**config.mk**
```make
export PLATFORM = sky130hd
export DESIGN_NAME = fp_mul_round_normalize
export DESIGN_NICKNAME = d
export VERILOG_FILES = /design/src/rtl/fp_mul_round_normalize.sv
export SDC_FILE = /design/constraint.sdc
export NUM_CORES = 1
export LEC_CHECK = 0
export BUFFER_PORTS_ARGS = -buffer_cell sky130_fd_sc_hd__buf_2
export CORE_MARGIN = 2
export CORE_UTILIZATION = 54
export CTS_CLUSTER_DIAMETER = 40
export DETAILED_ROUTE_END_ITERATION = 12
export GPL_ROUTABILITY_DRIVEN = 0
export PLACE_DENSITY = 0.81
export SKIP_LAST_GASP = 1
export SYNTH_ARGS = -nofsm -noshare
export SYNTH_HDL_FRONTEND = slang
export SYNTH_SLANG_ARGS = --single-unit
export TNS_END_PERCENT = 10
```
**constraint.sdc**
```tcl
create_clock -name clk -period 4 [get_ports clk]
set_input_delay 0.8 -clock clk [delete_from_list [all_inputs] [get_ports clk]]
set_output_delay 0.8 -clock clk [all_outputs]
set_load 0.01 [all_outputs]
```
**src/rtl/fp_mul_round_normalize.sv**
```systemverilog
// fp_mul_round_normalize
//
// Normalize-and-round back end of the binary32 multiplier. The stage accepts the raw
// 48-bit significand product from the 24x24 mantissa multiplier, the result sign and
// the pre-biased exponent. It produces the packed IEEE-754 result with round-to-
// nearest-even, saturating overflow to infinity and flushing underflow to zero.
//
// Pipeline: stage 1 normalizes (1-bit shift, guard/sticky extraction, exponent fixup);
// stage 2 rounds, detects range errors and registers the packed result and flags.
//
// Ports
//   clk        rising-edge clock
//   rst        asynchronous active-high reset, clears both stages
//   in_valid   upstream offers a product this cycle
//   in_ready   stage can take a product this cycle (combinational, independent of in_valid)
//   Mr         48-bit unsigned significand product {1,f1}*{1,f2}
//   sign_in    result sign s1^s2
//   exp_in     10-bit two's-complement biased exponent E1+E2-127
//   out_valid  result/flags are valid
//   out_ready  downstream takes the result this cycle
//   result     packed {sign, exp[7:0], frac[22:0]}
//   overflow   result saturated to infinity
//   underflow  result flushed to zero
//   inexact    rounding dropped nonzero bits, or overflow/underflow occurred
//
// Handshake: a word moves across an interface on a rising edge where valid and ready
// are both high. A producer holding valid keeps its data stable until it is taken;
// ready never looks at valid. Each register stage loads only when it is empty or the
// stage after it is draining in the same cycle, so two entries fit and a full
// pipeline accepts a new product on the same edge it hands one downstream.

module fp_mul_round_normalize (
  input  logic        clk,
  input  logic        rst,
  input  logic        in_valid,
  output logic        in_ready,
  input  logic [47:0] Mr,
  input  logic        sign_in,
  input  logic [9:0]  exp_in,
  output logic        out_valid,
  input  logic        out_ready,
  output logic [31:0] result,
  output logic        overflow,
  output logic        underflow,
  output logic        inexact
);

  // ---------------------------------------------------------------------------
  // Flow control
  // ---------------------------------------------------------------------------
  logic s1_valid;
  logic s2_advance;
  logic s1_advance;

  assign s2_advance = !out_valid || out_ready;
  assign s1_advance = !s1_valid || s2_advance;
  assign in_ready   = s1_advance;

  // ---------------------------------------------------------------------------
  // Stage 1: normalize
  // ---------------------------------------------------------------------------
  // The product of two values in [1,2) lies in [1,4): bit 47 set means [2,4) and
  // the binary point moves one place left, bumping the exponent.
  logic        norm_top;
  logic [22:0] norm_mant;
  logic        norm_guard;
  logic        norm_sticky;
  logic [9:0]  norm_exp;
  logic        norm_zero;

  assign norm_top    = Mr[47];
  assign norm_mant   = norm_top ? Mr[46:24] : Mr[45:23];
  assign norm_guard  = norm_top ? Mr[23]    : Mr[22];
  assign norm_sticky = norm_top ? (|Mr[22:0]) : (|Mr[21:0]);
  assign norm_exp    = exp_in + {9'b0, norm_top};
  assign norm_zero   = (Mr[47:46] == 2'b00);

  logic        s1_sign;
  logic [22:0] s1_mant;
  logic        s1_guard;
  logic        s1_sticky;
  logic [9:0]  s1_exp;
  logic        s1_zero;

  always_ff @(posedge clk or posedge rst) begin
    if (rst) begin
      s1_valid  <= 1'b0;
      s1_sign   <= 1'b0;
      s1_mant   <= 23'b0;
      s1_guard  <= 1'b0;
      s1_sticky <= 1'b0;
      s1_exp    <= 10'b0;
      s1_zero   <= 1'b0;
    end else if (s1_advance) begin
      s1_valid <= in_valid;
      if (in_valid) begin
        s1_sign   <= sign_in;
        s1_mant   <= norm_mant;
        s1_guard  <= norm_guard;
        s1_sticky <= norm_sticky;
        s1_exp    <= norm_exp;
        s1_zero   <= norm_zero;
      end
    end
  end

  // ---------------------------------------------------------------------------
  // Stage 2: round to nearest even, range check, pack
  // ---------------------------------------------------------------------------
  logic        round_up;
  logic [23:0] round_sum;
  logic [9:0]  round_exp;
  logic        range_ovf;
  logic        range_unf;

  assign round_up  = s1_guard & (s1_sticky | s1_mant[0]);
  assign round_sum = {1'b0, s1_mant} + {23'b0, round_up};
  // A carry out of the fraction means the significand became exactly 2.0; the
  // fraction bits are already all zero, so only the exponent needs the bump.
  assign round_exp = s1_exp + {9'b0, round_sum[23]};
  assign range_ovf = ($signed(round_exp) >= 10'sd255);
  assign range_unf = ($signed(round_exp) <= 10'sd0);

  logic [31:0] pack_result;
  logic        pack_ovf;
  logic        pack_unf;
  logic        pack_inexact;

  always_comb begin
    pack_result  = {s1_sign, 31'b0};
    pack_ovf     = 1'b0;
    pack_unf     = 1'b0;
    pack_inexact = 1'b0;
    if (s1_zero) begin
      // signed zero, exact: the exponent is meaningless for a zero product
      pack_result = {s1_sign, 31'b0};
    end else if (range_ovf) begin
      pack_result  = {s1_sign, 8'hFF, 23'b0};
      pack_ovf     = 1'b1;
      pack_inexact = 1'b1;
    end else if (range_unf) begin
      pack_result  = {s1_sign, 31'b0};
      pack_unf     = 1'b1;
      pack_inexact = 1'b1;
    end else begin
      pack_result  = {s1_sign, round_exp[7:0], round_sum[22:0]};
      pack_inexact = s1_guard | s1_sticky;
    end
  end

  always_ff @(posedge clk or posedge rst) begin
    if (rst) begin
      out_valid <= 1'b0;
      result    <= 32'h0;
      overflow  <= 1'b0;
      underflow <= 1'b0;
      inexact   <= 1'b0;
    end else if (s2_advance) begin
      out_valid <= s1_valid;
      // Data registers only change when a real entry arrives, so an idle
      // output keeps showing the last result.
      if (s1_valid) begin
        result    <= pack_result;
        overflow  <= pack_ovf;
        underflow <= pack_unf;
        inexact   <= pack_inexact;
      end
    end
  end

endmodule

```
==> flow_metrics.py <==
metrics = {
    "synth": {
        "syn_avg_cell_area_um2": 9.49,
        "netlist.area_leader.share": 0.452,
        "synth_xor_area_frac": 0.0748,
        "synth.net_count": 501,
        "synth_fa_ha_area_frac": 0.0183,
        "yosys-top-cells-area": "dfrtp_1 45%, nand2_1 8.6%, mux2i_1 5.9%",
        "synth_compound_area_frac": 0.142,
        "synth_most_common_cell": "nand2_1",
        "synthFlopType": "dfrtp_1",
        "syn_area_um2": 4100,
        "seq_area_frac_synth": 0.452,
        "ys_top_cells_by_count": "94 x nand2_1, 74 x dfrtp_1, 38 x o21ai_0",
        "synth_warnings": 0,
        "yosysTopAreaCell": "dfrtp_1",
        "yosys.area_share.simple": 0.198,
        "ys_ff_latch": 74,
        "synth_top_family_by_area": "simple AND/OR/NAND/NOR gates",
        "async_flop_share": 1.00,
        "synth-edff-count": 0,
        "synthCells": 432,
        "synthMuxAreaShare": 0.0669,
        "synthDistinctLibCells": 49,
    },
    "timing": {
        "max_slew.worst_pin.slew_ps": 1050,
        "fin_setup_tns_ps": 0,
        "slew_headroom": 0.295,
        "rsz0062_at_grt": "false",
        "fmax_mhz": 275,
        "min_period_over_period": 0.908,
        "min_period_ps": 3630,
        "worst_slack_ps": 368,
        "skew_ps": 6.10,
        "hold_violations": 0,
        "setup_violations": 0,
        "drv_slew": 0,
    },
    "routing": {
        "vias_per_cell": 5.61,
        "post_drt_wl_per_cell_um": 14.9,
        "wl_mm": 9.29,
        "dr_total_vias": 3505,
        "first_pass_iters": 4,
        "drt-initial-drc-count": 194,
        "antenna_left": 0,
        "drc": 0,
    },
    "grt": {
        "grt_pass1_wl_mm": 15.6,
        "grt_max_degree": 72,
        "antenna_found_initial": 0,
        "track_usage": 0.236,
        "grt_pass1_vias": 3351,
        "overflow": 0,
    },
    "clock_network": {
        "clockBufferDepth": 2,
        "postCtsSetupBuffers": 0,
        "tritoncts": "yes",
        "path_clk_slew_ps": 70,
        "clk-insertion-delay-late_ps": 350,
        "htree_levels": 3,
        "cts_resized": 0,
        "ctsRootBufferMaster": "clkbuf_8",
        "cts.sinks": 74,
        "hold_buffers": 0,
        "cts_buffers": 9,
    },
    "setup_path": {
        "crit_type": "flop to flop",
        "r2r_start": "s1_sticky$_DFFE_PP0P_",
        "rrSetupSlack_ps": 370,
        "cp_max_fo": 20,
        "cp-end-kind": "flop",
        "arrival_ps": 3850,
        "crit_chain": "o21a_1 > ha_1 > nand3_1 > nor2_1 > nand3_1 > nor2_1 > ha_1 > ha_1 > xnor2_1 > or4_1 > a2111oi_2 > or2_1 > buf_4 > o31ai_1",
        "worstSetupStartpointType": "flop",
        "cp-endpoint": "result[10]$_DFFE_PP0P_",
        "slowest_stage": "or4_1",
        "required_ps": 4220,
        "cp-startpoint": "s1_sticky$_DFFE_PP0P_",
        "slowest_delay_ps": 500,
        "crit_path_frequent_cell": "ha_1",
        "rr_endpoint": "result[10]$_DFFE_PP0P_",
        "ff2ff_path_depth": 14,
    },
    "power_and_ir_drop": {
        "p_leak_uw": 0.00223,
        "power_density_nw_per_um2": 419,
        "internal-power_uw": 1360,
        "p_switching_uw": 642,
        "pwr-share-clk": 0.280,
        "finalPower_uw": 2000,
        "ir_drop_uv": 196,
        "pwr-share-comb": 0.227,
        "seqPwrFrac": 0.493,
        "netSwitchingFraction": 0.320,
    },
    "layout": {
        "finish.instance_area_um2": 4780,
        "fillCellCount": 648,
        "area_growth_pct": 16.8,
        "reg.largest.list": "result x32, s1_mant x23, s1_exp x10",
        "regMostFlops": "result",
        "nets": 591,
        "regArea_um2": 1850,
        "multi_input_area_um2": 2050,
        "diodes": 0,
        "drive_gt1_frac": 0.247,
        "largest_register_ffs": 32,
    },
    "flow_run": {
        "drv_cap": 0,
    },
    "floorplan": {
        "fp.dieArea_um2": 8300,
        "fp-row-count": 31,
        "core_area_um2": 7290,
        "ioPinCount": 100,
        "initial_core_util": 0.562,
        "die_h_um": 91.1,
        "die_w_um": 91.1,
    },
    "place": {
        "dp_hpwl_mm": 7.26,
        "place_area_um2": 4600,
        "post-place-ws_ps": 342,
        "port_buffers": 99,
    },
    "worst_hold_path": {
        "min-delay-start": "s1_sign$_DFFE_PP0P_",
        "hold_class": "flop to flop",
    },
    "run_status": {
        "status": "finished, final reports clean",
    },
}
==> logic make-up (layout without fill, tap and decap cells) <==
| logic type | Yosys count | in the layout |
|---|---|---|
| muxes | 27 | 27 |
| xor gates and xnor gates | 35 | 35 |
| DFF | 74 | 74 |
| and+or+nand+nor | 169 | 169 |
| AOI/OAI and AO/OA | 86 | 86 |
| adders and majority gates | 6 | 6 |
| buffers and inverters | 35 | 129 |
==> worst min-delay path by stage <==
stage | end | cells past startpoint
final | result[31]$_DFFE_PP0P_ | 2
after global routing | result[11]$_DFFE_PP0P_ | 2
after CTS | result[31]$_DFFE_PP0P_ | 2
after detailed placement | result[31]$_DFFE_PP0P_ | 2
after global placement | result[30]$_DFFE_PP0P_ | 2
after floorplan | result[31]$_DFFE_PP0P_ | 2
==> layout by cell type (no fill, tap or decap), drive strengths merged, types with 2 or more instances in the layout <==
cell      n
buf     105
nand2    94
dfrtp    74
o21ai    42
mux2i    24
xor2     22
o31ai    19
nand4    15
nor2     14
xnor2    13
clkbuf   12
nand3    10
inv       9
nor4      8
o211ai    8
o41ai     6
ha        6
and4      5
and3      4
nor3      4
and2      4
nand2b    3
mux2      3
or4       2
o31a      2
nand3b    2
o21a      2
clkinv    2
==> final cells by class <==
type / instances / area share
clock buffers: 12 / 0.0303
multi-input cells: 323 / 0.428
repair buffers: 105 / 0.113
inverters: 9 / 0.00706
flip-flops and latches: 74 / 0.387
clock inverters: 3 / 0.00837
well taps: 99 / 0.0259
==> power groups by stage <==
stage	Sequential, uW	Combinational (uW)	Clock (uW)
floorplan	992	293	0
global placement	994	441	0
detailed placement	1000	458	0
CTS	986	459	564
global route	1010	509	606
finish	989	454	561
==> stage by stage <==
stage	hold WS, ps	instances	utilization
4_1_cts	481	625	0.656
5_1_grt	500	625	0.656
2_1_floorplan	433	432	-
3_3_place_gp	445	610	0.631
6_report	472	625	0.656
3_5_place_dp	461	610	0.631
==> layer usage <==
layer,wire (um),GRT usage,vias to the layer above
met5,0,0,-
met4,172,0.0871,0
met3,725,0.0448,15
met2,4310,0.363,134
met1,4080,0.333,1643
li1,-,-,1713
==> worst max-delay path: cells and delay by family, from the launching register on <==
kind | cells | cell delay [ps]
and+or+nand+nor | 6 | 1360
xor gates and xnor gates | 1 | 110
DFF | 1 | 370
buffers and inverters | 1 | 260
adders and majority gates | 3 | 690
AOI/OAI and AO/OA | 3 | 690
No activity file was read; power rests on OpenSTA's default activity.
